--- src/rtl/key_pkg.sv ---
// Shared constants and FSM encoding for the user-key debouncer.
package key_pkg;

  localparam int   KEY_WIDTH    = 8;
  localparam logic KEY_RELEASED = 1'b1;

  typedef enum logic {
    DB_STABLE   = 1'b0,
    DB_COUNTING = 1'b1
  } db_state_e;

endpackage

--- src/rtl/debounce_bit.sv ---
// One key: two-flop synchroniser, STABLE/COUNTING filter FSM, persistence
// counter and registered press/release pulses.
module debounce_bit
  import key_pkg::*;
#(
  parameter int STABLE_CYCLES = 250000,
  parameter int CNT_W         = 18
) (
  input  logic clk,
  input  logic clr,
  input  logic raw,
  output logic key_out,
  output logic key_press,
  output logic key_release,
  output logic press_next,
  output logic release_next,
  output logic state
);

  localparam logic [CNT_W-1:0] LAST_CNT = CNT_W'(STABLE_CYCLES - 1);
  localparam logic [CNT_W-1:0] ONE_CNT  = CNT_W'(1);

  logic             s1;
  logic             s2;
  db_state_e        cur_state;
  db_state_e        nxt_state;
  logic [CNT_W-1:0] cnt;
  logic [CNT_W-1:0] cnt_next;
  logic             out_next;

  always_ff @(posedge clk or posedge clr) begin
    if (clr) begin
      s1 <= KEY_RELEASED;
      s2 <= KEY_RELEASED;
    end else begin
      s1 <= raw;
      s2 <= s1;
    end
  end

  always_ff @(posedge clk or posedge clr) begin
    if (clr) begin
      cur_state   <= DB_STABLE;
      cnt         <= '0;
      key_out     <= KEY_RELEASED;
      key_press   <= 1'b0;
      key_release <= 1'b0;
    end else begin
      cur_state   <= nxt_state;
      cnt         <= cnt_next;
      key_out     <= out_next;
      key_press   <= press_next;
      key_release <= release_next;
    end
  end

  // Acceptance copies s2 into key_out; the pulse direction follows the new level.
  always_comb begin
    nxt_state    = cur_state;
    cnt_next     = cnt;
    out_next     = key_out;
    press_next   = 1'b0;
    release_next = 1'b0;
    case (cur_state)
      DB_STABLE: begin
        if (s2 != key_out) begin
          if (STABLE_CYCLES == 1) begin
            out_next     = s2;
            cnt_next     = '0;
            press_next   = ~s2;
            release_next = s2;
          end else begin
            nxt_state = DB_COUNTING;
            cnt_next  = ONE_CNT;
          end
        end else begin
          cnt_next = '0;
        end
      end
      DB_COUNTING: begin
        if (s2 == key_out) begin
          nxt_state = DB_STABLE;
          cnt_next  = '0;
        end else if (cnt == LAST_CNT) begin
          nxt_state    = DB_STABLE;
          cnt_next     = '0;
          out_next     = s2;
          press_next   = ~s2;
          release_next = s2;
        end else begin
          cnt_next = cnt + ONE_CNT;
        end
      end
      default: begin
        nxt_state = DB_STABLE;
        cnt_next  = '0;
      end
    endcase
  end

  assign state = (cur_state == DB_COUNTING);

endmodule

--- src/rtl/key_debouncer.sv ---
// Debounces WIDTH active-low user keys and reports per-key press/release
// pulses plus a single combined event strobe aligned with them.
module key_debouncer
  import key_pkg::*;
#(
  parameter int WIDTH         = KEY_WIDTH,
  parameter int STABLE_CYCLES = 250000,
  parameter int CNT_W         = 18
) (
  input  logic             clk,
  input  logic             clr,
  input  logic [WIDTH-1:0] raw_key,
  output logic [WIDTH-1:0] key_out,
  output logic [WIDTH-1:0] key_press,
  output logic [WIDTH-1:0] key_release,
  output logic             key_event,
  output logic [WIDTH-1:0] db_state
);

  logic [WIDTH-1:0] press_next;
  logic [WIDTH-1:0] release_next;

  for (genvar i = 0; i < WIDTH; i++) begin : g_key
    debounce_bit #(
      .STABLE_CYCLES(STABLE_CYCLES),
      .CNT_W        (CNT_W)
    ) u_bit (
      .clk         (clk),
      .clr         (clr),
      .raw         (raw_key[i]),
      .key_out     (key_out[i]),
      .key_press   (key_press[i]),
      .key_release (key_release[i]),
      .press_next  (press_next[i]),
      .release_next(release_next[i]),
      .state       (db_state[i])
    );
  end

  // Built from the next-state pulse terms so it lands on the same edge as the bits.
  always_ff @(posedge clk or posedge clr) begin
    if (clr) begin
      key_event <= 1'b0;
    end else begin
      key_event <= |(press_next | release_next);
    end
  end

endmodule

--- config.mk ---
export PLATFORM = sky130hd
export DESIGN_NAME = key_debouncer
export DESIGN_NICKNAME = d
export VERILOG_FILES = /design/src/rtl/key_pkg.sv /design/src/rtl/debounce_bit.sv /design/src/rtl/key_debouncer.sv
export SDC_FILE = /design/constraint.sdc
export NUM_CORES = 1
export LEC_CHECK = 0
export ABC_AREA = 1
export CORE_MARGIN = 4
export CORE_UTILIZATION = 35
export DETAILED_ROUTE_END_ITERATION = 8
export MAX_ROUTING_LAYER = met4
export PLACE_DENSITY_LB_ADDON = 0.15
export SYNTH_ARGS = -nofsm -noshare
export SYNTH_HDL_FRONTEND = slang
export SYNTH_SLANG_ARGS = --single-unit
export TNS_END_PERCENT = 1
--- constraint.sdc ---
create_clock -name clk -period 9.1 [get_ports clk]
set_input_delay 2.275 -clock clk [delete_from_list [all_inputs] [get_ports clk]]
set_output_delay 2.275 -clock clk [all_outputs]
set_load 0.03 [all_outputs]
==> Flow_metrics.wiki, run 1 <==
{| class="wikitable"
! Metric !! Value
|-
| Count of cells resized by post-cts repair || 0
|-
| Number of DRC markers after the initial detailed-route iteration || 348
|-
| Result of the run || finished, final reports clean
|-
| Maximum number of buffers from clock root to sink || 2
|-
| Largest driver fanout on the critical path || 3
|-
| Net count of the finished layout || 1,255
|-
| Clock Sinks || 193
|-
| Overall via count from detail_route || 7,085
|-
| Req. time, crit path || 6.83 ns
|-
| DPL Wire Length || 12,620 µm
|-
| Overall power consumption || 0.001742 W
|-
| Synth Net Count || 1,233
|-
| Antenna Cells || 0
|-
| Worst-Skew Late Latency || 0.43 ns
|-
| H-tree lvl count || 4
|-
| Number of cell rows || 60
|-
| Sequential share of the synthesized area || 49.79%
|-
| Netlist cell types || 31
|-
| Total DRC errors in the routed layout || 0
|-
| Number of synthesis warnings || 0
|-
| Setup slack at placement || 4.649 ns
|-
| Number of CTS-inserted buffers || 17
|-
| Worst max-slew margin expressed relative to the limit || 42.13%
|-
| Peak VDD IR || 0.1060 mV
|-
| Clock edge transition at the registers on the reported setup and hold paths || 0.07 ns
|-
| Share of the core filled with cells in the final layout || 40.20%
|-
| Starting utilization of the core area || 35.91%
|-
| Leak || 5.003 nW
|-
| Antenna violation net count after detailed routing || 0
|-
| R2r worst-path depth || 10
|-
| Maximum capacitance violations || 0
|-
| Max stage delay on crit path || 0.67 ns
|-
| Terminus of the critical flop-to-flop path || g_key[1].u_bit.cnt[15]
|-
| I/O pin count || 43
|-
| Mean cell area of the mapped netlist || 8.032 µm²
|-
| Die Ht || 175.0 µm
|-
| Worst Path Buf+Inv || 1
|-
| Wirelength per Cell || 11.17 µm
|-
| Class of the most critical setup path || reg -> out
|-
| Cell Pwr Density || 159.5 nW/µm²
|-
| Port Buffers || 42
|-
| Initial antenna violation count || 0
|-
| Count of pins over their slew limit || 0
|-
| Crit path max-delay family || buffers and inverters
|-
| Post-Route Skew || 0.01834 ns
|-
| Total grt overflow || 0
|-
| Final hold vios || 0
|-
| Minimum setup slack in the final design || 5.173 ns
|-
| Die area || 30,620 µm²
|-
| CTS tree || built
|-
| Final critical path time including I/O delays and setup || 3.927 ns
|-
| Vias in the first global route || 7,191
|-
| Total setup buffers inserted after CTS || 0
|-
| Transition time at the pin with the least slew margin || 0.8680 ns
|-
| Drt pass-1 iters || 4
|-
| Number of cells traversed by the worst hold path || 0
|-
| DR vias/cell || 4.368
|-
| Startpoint of the most critical hold path || g_key[7].u_bit.s1
|-
| Setup TNS || 0 ns
|-
| Post-synthesis cell area || 9759 µm²
|-
| Worst reg2reg setup slack || 7.33 ns
|-
| Area delta synth->final || 11.95%
|-
| Pin count of the biggest net entering global routing || 127
|-
| Global-route wire length before repair || 32,860 µm
|-
| Reg-to-reg startpoint || g_key[1].u_bit.cnt[0]
|-
| Global-route total usage across every layer || 13.13%
|-
| Synth Register Bits || 193
|-
| Cell-by-cell trace of the critical path || clkdlybuf4s50_1
|-
| Max frequency || 254.6 MHz
|-
| Share of layout cells above drive strength 1 || 9.440%
|-
| Count of endpoints failing setup in the final report || 0
|-
| Root Driver || clkbuf_16
|-
| Number of buffers added to fix hold violations after cts || 0
|-
| Critical Path AT || 1.65 ns
|-
| Unrepaired setup endpoints after global routing || no
|-
| Placeable core area || 27,180 µm²
|-
| Total Wirelength || 18,110 µm
|-
| Synth Instances || 1,215
|-
| Type of element capturing the critical path || output port
|-
| Worst-case hold path end point || g_key[7].u_bit.s2
|-
| Weighted congestion at the end of routability-driven global placement || 0.8148
|-
| Launching element type of the critical path || flip-flop
|-
| Horizontal die dimension || 175.0 µm
|-
| Type of the most critical hold path || reg -> reg
|-
| Final period util || 43.16%
|-
| Cell at the slowest stage of the critical path || clkdlybuf4s50_1
|}
-- cell families after synthesis --
kind of cell	after synthesis	share of synthesized area [%]
adders and majority gates	8	1.026
and+or+nand+nor	694	31.87
xor gates and xnor gates	47	4.218
DFF	193	49.79
buffers and inverters	225	10.42
AOI/OAI and AO/OA	48	2.667
-- area by class of cell --
| type | instances | area, µm² |
|---|---|---|
| tap | 372 | 465.4 |
| clock buffer | 21 | 460.4 |
| fill | 2852 | 16250 |
| inverter | 185 | 701.9 |
| sequential | 193 | 4860 |
| timing repair buffer | 43 | 427.9 |
| multi-input combinational | 797 | 3882 |
| clock inverter | 11 | 127.6 |
-- cell usage after synthesis (all sizes together) --
master	n	area (µm²)
ha	8	100.1
a21oi	15	75.07
xor2	39	341.6
nand3	59	310.3
nand4	17	106.4
nor3b	6	55.05
a31oi	6	37.54
o21ai	22	110.1
a21o	1	7.510
nor3	72	452.9
dfrtp	169	4229
and3	1	6.260
nand2	283	1112
o21bai	4	30.03
inv	185	694.4
dfstp	24	630.6
xnor2	8	70.07
buf	40	322.8
nand3b	1	7.510
or2	1	6.260
nor2	254	1054
-- layout by cell type (no fill, tap or decap), drive strengths merged, types with 2 or more instances in the layout --
cell type      instances
a21oi                 15
a31oi                  6
bufinv                 2
clkbuf                21
clkdlybuf4s50         42
clkinv                 6
dfrtp                169
dfstp                 24
ha                     8
inv                  188
nand2                283
nand3                 59
nand4                 17
nor2                 254
nor3                  72
nor3b                  6
o21ai                 22
o21bai                 4
xnor2                  8
xor2                  39
-- sequential cells by signal, indices dropped and copies added (netlist names) --
name and count:
g_key.u_bit.key_out 8, g_key.u_bit.key_release 8, g_key.u_bit.s2 8, g_key.u_bit.cnt 144, key_event 1, g_key.u_bit.s1 8, g_key.u_bit.state 8, g_key.u_bit.key_press 8
-- where the power goes --
| group | total [W] | internal (W) | switching (W) |
|---|---|---|---|
| Sequential | 0.000892 | 0.000879 | 0.0000127 |
| Clock | 0.000750 | 0.000423 | 0.000327 |
| Combinational | 0.000101 | 0.0000284 | 0.0000722 |
| Total | 0.00174 | 0.00133 | 0.000412 |
-- metrics by stage --
step	hold WS [ns]	std cells	area [µm²]
final	0.3561	1622	10930
after floorplan	0.3452	1215	9759
after global placement	0.3463	1590	10340
after CTS	0.3575	1622	10930
after global routing	0.3591	1622	10930
after detailed placement	0.3468	1590	10340
-- worst max-delay path by stage --
| stage | start | endpoint | slack (ns) | cells after the start |
|---|---|---|---|---|
| floorplan | clr | g_key[0].u_bit.cnt[0] | 1.61 | 1 |
| global placement | clr | g_key[1].u_bit.cnt[5] | 4.65 | 3 |
| detailed placement | clr | g_key[1].u_bit.cnt[1] | 4.65 | 3 |
| CTS | clr | g_key[5].u_bit.cnt[10] | 5.13 | 3 |
| global route | clr | g_key[5].u_bit.cnt[10] | 4.89 | 3 |
| finish | g_key[7].u_bit.key_out | key_out[7] | 5.17 | 1 |
-- metal layers --
| metal | track usage, % | wire [µm] |
|---|---|---|
| met4 | 3.372 | 144 |
| met1 | 17.28 | 9225 |
| met2 | 20.96 | 8170 |
| met5 | - | 0 |
| met3 | 2.596 | 571 |
Power figures use the tool's default switching activity.
==> inputs of run 2 (changes only) <==
==> constraint.sdc (replaced) <==
create_clock -name clk -period 3.5 [get_ports clk]
set_input_delay 0.875 -clock clk [delete_from_list [all_inputs] [get_ports clk]]
set_output_delay 0.875 -clock clk [all_outputs]
set_load 0.03 [all_outputs]
==> run 2 against run 1 <==
Effect of this change: first-iteration DRC count rose by 31%; non-clock buffer count rose by 3; count of clock-buffer cells in the layout did not move; highest routed layer unchanged; flip-flop and latch count did not move; sequential power rose to 2.6 times the previous value; final cell count rose by 0.18%; critical endpoint unchanged; core utilization rose by 0.35 points; global-route usage fell by 0.10 points; combinational power rose to 2.7 times the previous value; largest power group unchanged; register-to-register slack got worse by 5.6 ns; die area did not move.
==> Flow_metrics.wiki, run 2 (same netlist as run 1, synthesis figures left out) <==
{| class="wikitable"
! Metric !! Value
|-
| Launching element type of the critical path || flip-flop
|-
| Share of layout cells above drive strength 1 || 9.737% (+0.30 points)
|-
| Req. time, crit path || 2.62 ns (-4.21 ns)
|-
| Final cell count without fillers || 1,625 (+0.18%)
|-
| Horizontal die dimension || 175.0 µm (unchanged)
|-
| Result of the run || finished, final reports clean
|-
| Type of element capturing the critical path || output port
|-
| Most frequent cells in the layout || 265 x nand2_1, 232 x nor2_1, 184 x inv_1
|-
| Largest driver fanout on the critical path || 3 (unchanged)
|-
| Final std cell area, no fill || 11,020 µm² (+0.86%)
|-
| Final period util || 71.83%
|-
| Maximum capacitance violations || 0 (unchanged)
|-
| Leading cell type in the layout, fill and taps excluded || nand2_1
|-
| Proportion of power drawn by combinational gates || 5.8% (about the same)
|-
| Final critical path time including I/O delays and setup || 2.514 ns
|-
| Max frequency || 397.7 MHz
|-
| Number of DRC markers after the initial detailed-route iteration || 457 (+31%)
|-
| Largest register FFs || 144 (unchanged)
|-
| I/O pin count || 43 (unchanged)
|-
| Antenna Cells || 0 (unchanged)
|-
| Count of placed standard cells including taps || 1,593 (+0.19%)
|-
| Final hold vios || 0 (unchanged)
|-
| Post-Route Skew || 0.01136 ns (-0.006980 ns)
|-
| CTS tree || built
|-
| Vias in the first global route || 7,003 (-2.6%)
|-
| Weighted congestion at the end of routability-driven global placement || 0.7853 (-3.6%)
|-
| H-tree lvl count || 4 (unchanged)
|-
| Drt pass-1 iters || 5 (+1)
|-
| Area delta synth->final || 12.91%
|-
| Class of the most critical setup path || reg -> out
|-
| Global-route total usage across every layer || 13.03% (-0.10 points)
|-
| Wirelength per Cell || 11.40 µm (+2.1%)
|-
| Switching power || 0.001070 W (+160%)
|-
| Worst-Skew Late Latency || 0.42 ns (about the same)
|-
| Net count of the finished layout || 1,258 (+0.24%)
|-
| Number of CTS-inserted buffers || 17 (unchanged)
|-
| Starting utilization of the core area || 35.91% (unchanged)
|-
| Total setup buffers inserted after CTS || 0 (unchanged)
|-
| Peak VDD IR || 0.2910 mV (+170%)
|-
| Port Buffers || 42 (unchanged)
|-
| Total grt overflow || 0 (unchanged)
|-
| DPL Wire Length || 13,310 µm (+5.5%)
|-
| Initial antenna violation count || 0 (unchanged)
|-
| Number of cell rows || 60 (unchanged)
|-
| Global-route wire length before repair || 32,470 µm (-1.2%)
|-
| Worst max-slew margin expressed relative to the limit || 72.49% (+30 points)
|-
| Cell Pwr Density || 419.8 nW/µm² (+160%)
|-
| Root Driver || clkbuf_16
|-
| Cell at the slowest stage of the critical path || clkdlybuf4s50_1
|-
| DR vias/cell || 4.380 (+0.27%)
|-
| Clock Sinks || 193 (unchanged)
|-
| Crit path max-delay family || buffers and inverters
|-
| Worst Path Buf+Inv || 1 (unchanged)
|-
| Maximum number of buffers from clock root to sink || 2 (unchanged)
|-
| Cell-by-cell trace of the critical path || clkdlybuf4s50_1
|-
| Sw Share || 23.14% (-0.52 points)
|-
| Cell internal power dissipation || 0.003555 W (+170%)
|-
| Total DRC errors in the routed layout || 0 (unchanged)
|-
| Clock edge transition at the registers on the reported setup and hold paths || 0.07 ns (about the same)
|-
| Most flops, register || g_key.u_bit.cnt
|-
| Number of buffers added to fix hold violations after cts || 0 (unchanged)
|-
| Critical Path AT || 1.64 ns (about the same)
|-
| Die Ht || 175.0 µm (unchanged)
|-
| Type of the most critical hold path || reg -> reg
|-
| Placeable core area || 27,180 µm² (unchanged)
|-
| Dpl cell area || 10,390 µm² (+0.54%)
|-
| Die area || 30,620 µm² (unchanged)
|-
| Pin count of the biggest net entering global routing || 74 (-42%)
|-
| Max stage delay on crit path || 0.67 ns (about the same)
|-
| Count of pins over their slew limit || 0 (unchanged)
|-
| Total Wirelength || 18,520 µm (+2.3%)
|-
| Count of endpoints failing setup in the final report || 0 (unchanged)
|-
| Setup TNS || 0 ns (unchanged)
|-
| Share of the core filled with cells in the final layout || 40.55% (+0.35 points)
|-
| Unrepaired setup endpoints after global routing || no
|-
| Part of the total power dissipated in the clock network || 44.1% (+1.1 points)
|-
| Overall via count from detail_route || 7,117 (+0.45%)
|-
| Antenna violation net count after detailed routing || 0 (unchanged)
|-
| Sequential group share of total power || 50.1% (-1.1 points)
|-
| Count of cells resized by post-cts repair || 0 (unchanged)
|-
| Transition time at the pin with the least slew margin || 0.4118 ns (-0.4562 ns)
|-
| Leak || 5.037 nW (+0.67%)
|}
run 2: cell types whose count changed in the layout (fill, tap and decap cells not counted):
| cell | previous run | this run |
|---|---|---|
| buf_12 | 0 | 3 |
| clkinv_4 | 3 | 6 |
| inv_6 | 3 | 0 |
| clkinv_2 | 3 | 1 |
| clkinvlp_4 | 0 | 2 |
| bufinv_16 | 2 | 3 |
| clkbuf_1 | 2 | 1 |
| clkbuf_8 | 2 | 3 |
| inv_8 | 1 | 0 |
run 2: final cells by class:
cell class	count	area (µm²)
Tap cell	372	465.4
Clock inverter	11	155.1
Timing Repair Buffer	46	488.0
Sequential cell	193	4860
Multi-Input combinational cell	797	3882
Fill cell	2821	16160
Inverter	185	698.2
Clock buffer	21	470.5
run 2: layer usage:
metal / up-vias / GRT usage [%] / part of all wire, %
met3: 14 / 2.337 / 2.5
met1: 3269 / 17.53 / 51
met2: 75 / 20.25 / 45
met5: - / - / 0
li1: 3759 / - / -
met4: 0 / 3.928 / 1.3
run 2: worst paths after layout:
| path | end | startpoint | cells past startpoint | slack [ns] |
|---|---|---|---|---|
| min reg2reg | g_key[3].u_bit.s2 | g_key[3].u_bit.s1 | 0 | 0.36 |
| min | g_key[3].u_bit.s2 | g_key[3].u_bit.s1 | 0 | 0.36 |
| max in group asynchronous | g_key[0].u_bit.key_out | clr | 3 | 1.95 |
| max | key_out[7] | g_key[7].u_bit.key_out | 1 | 0.99 |
| min in group asynchronous | g_key[5].u_bit.key_press | clr | 2 | 0.80 |
| max reg2reg | g_key[1].u_bit.cnt[12] | g_key[1].u_bit.cnt[0] | 10 | 1.76 |
run 2: power by group through the flow:
stage	sequential, W	clock (W)	combinational, W
2_1_floorplan	0.00235	0	0.000215
3_3_place_gp	0.00236	0	0.000282
3_5_place_dp	0.00236	0	0.000280
4_1_cts	0.00232	0.00212	0.000281
5_1_grt	0.00232	0.00220	0.000312
6_report	0.00232	0.00204	0.000270
run 2: per-stage QoR:
stage,setup slack (ns),hold slack (ns),total power (W)
after floorplan,0.1542,0.3452,0.002566
after global placement,1.430,0.3459,0.002640
after detailed placement,1.427,0.3468,0.002640
after CTS,0.9502,0.3572,0.004717
after global routing,0.9102,0.3595,0.004838
final,0.9858,0.3566,0.004626
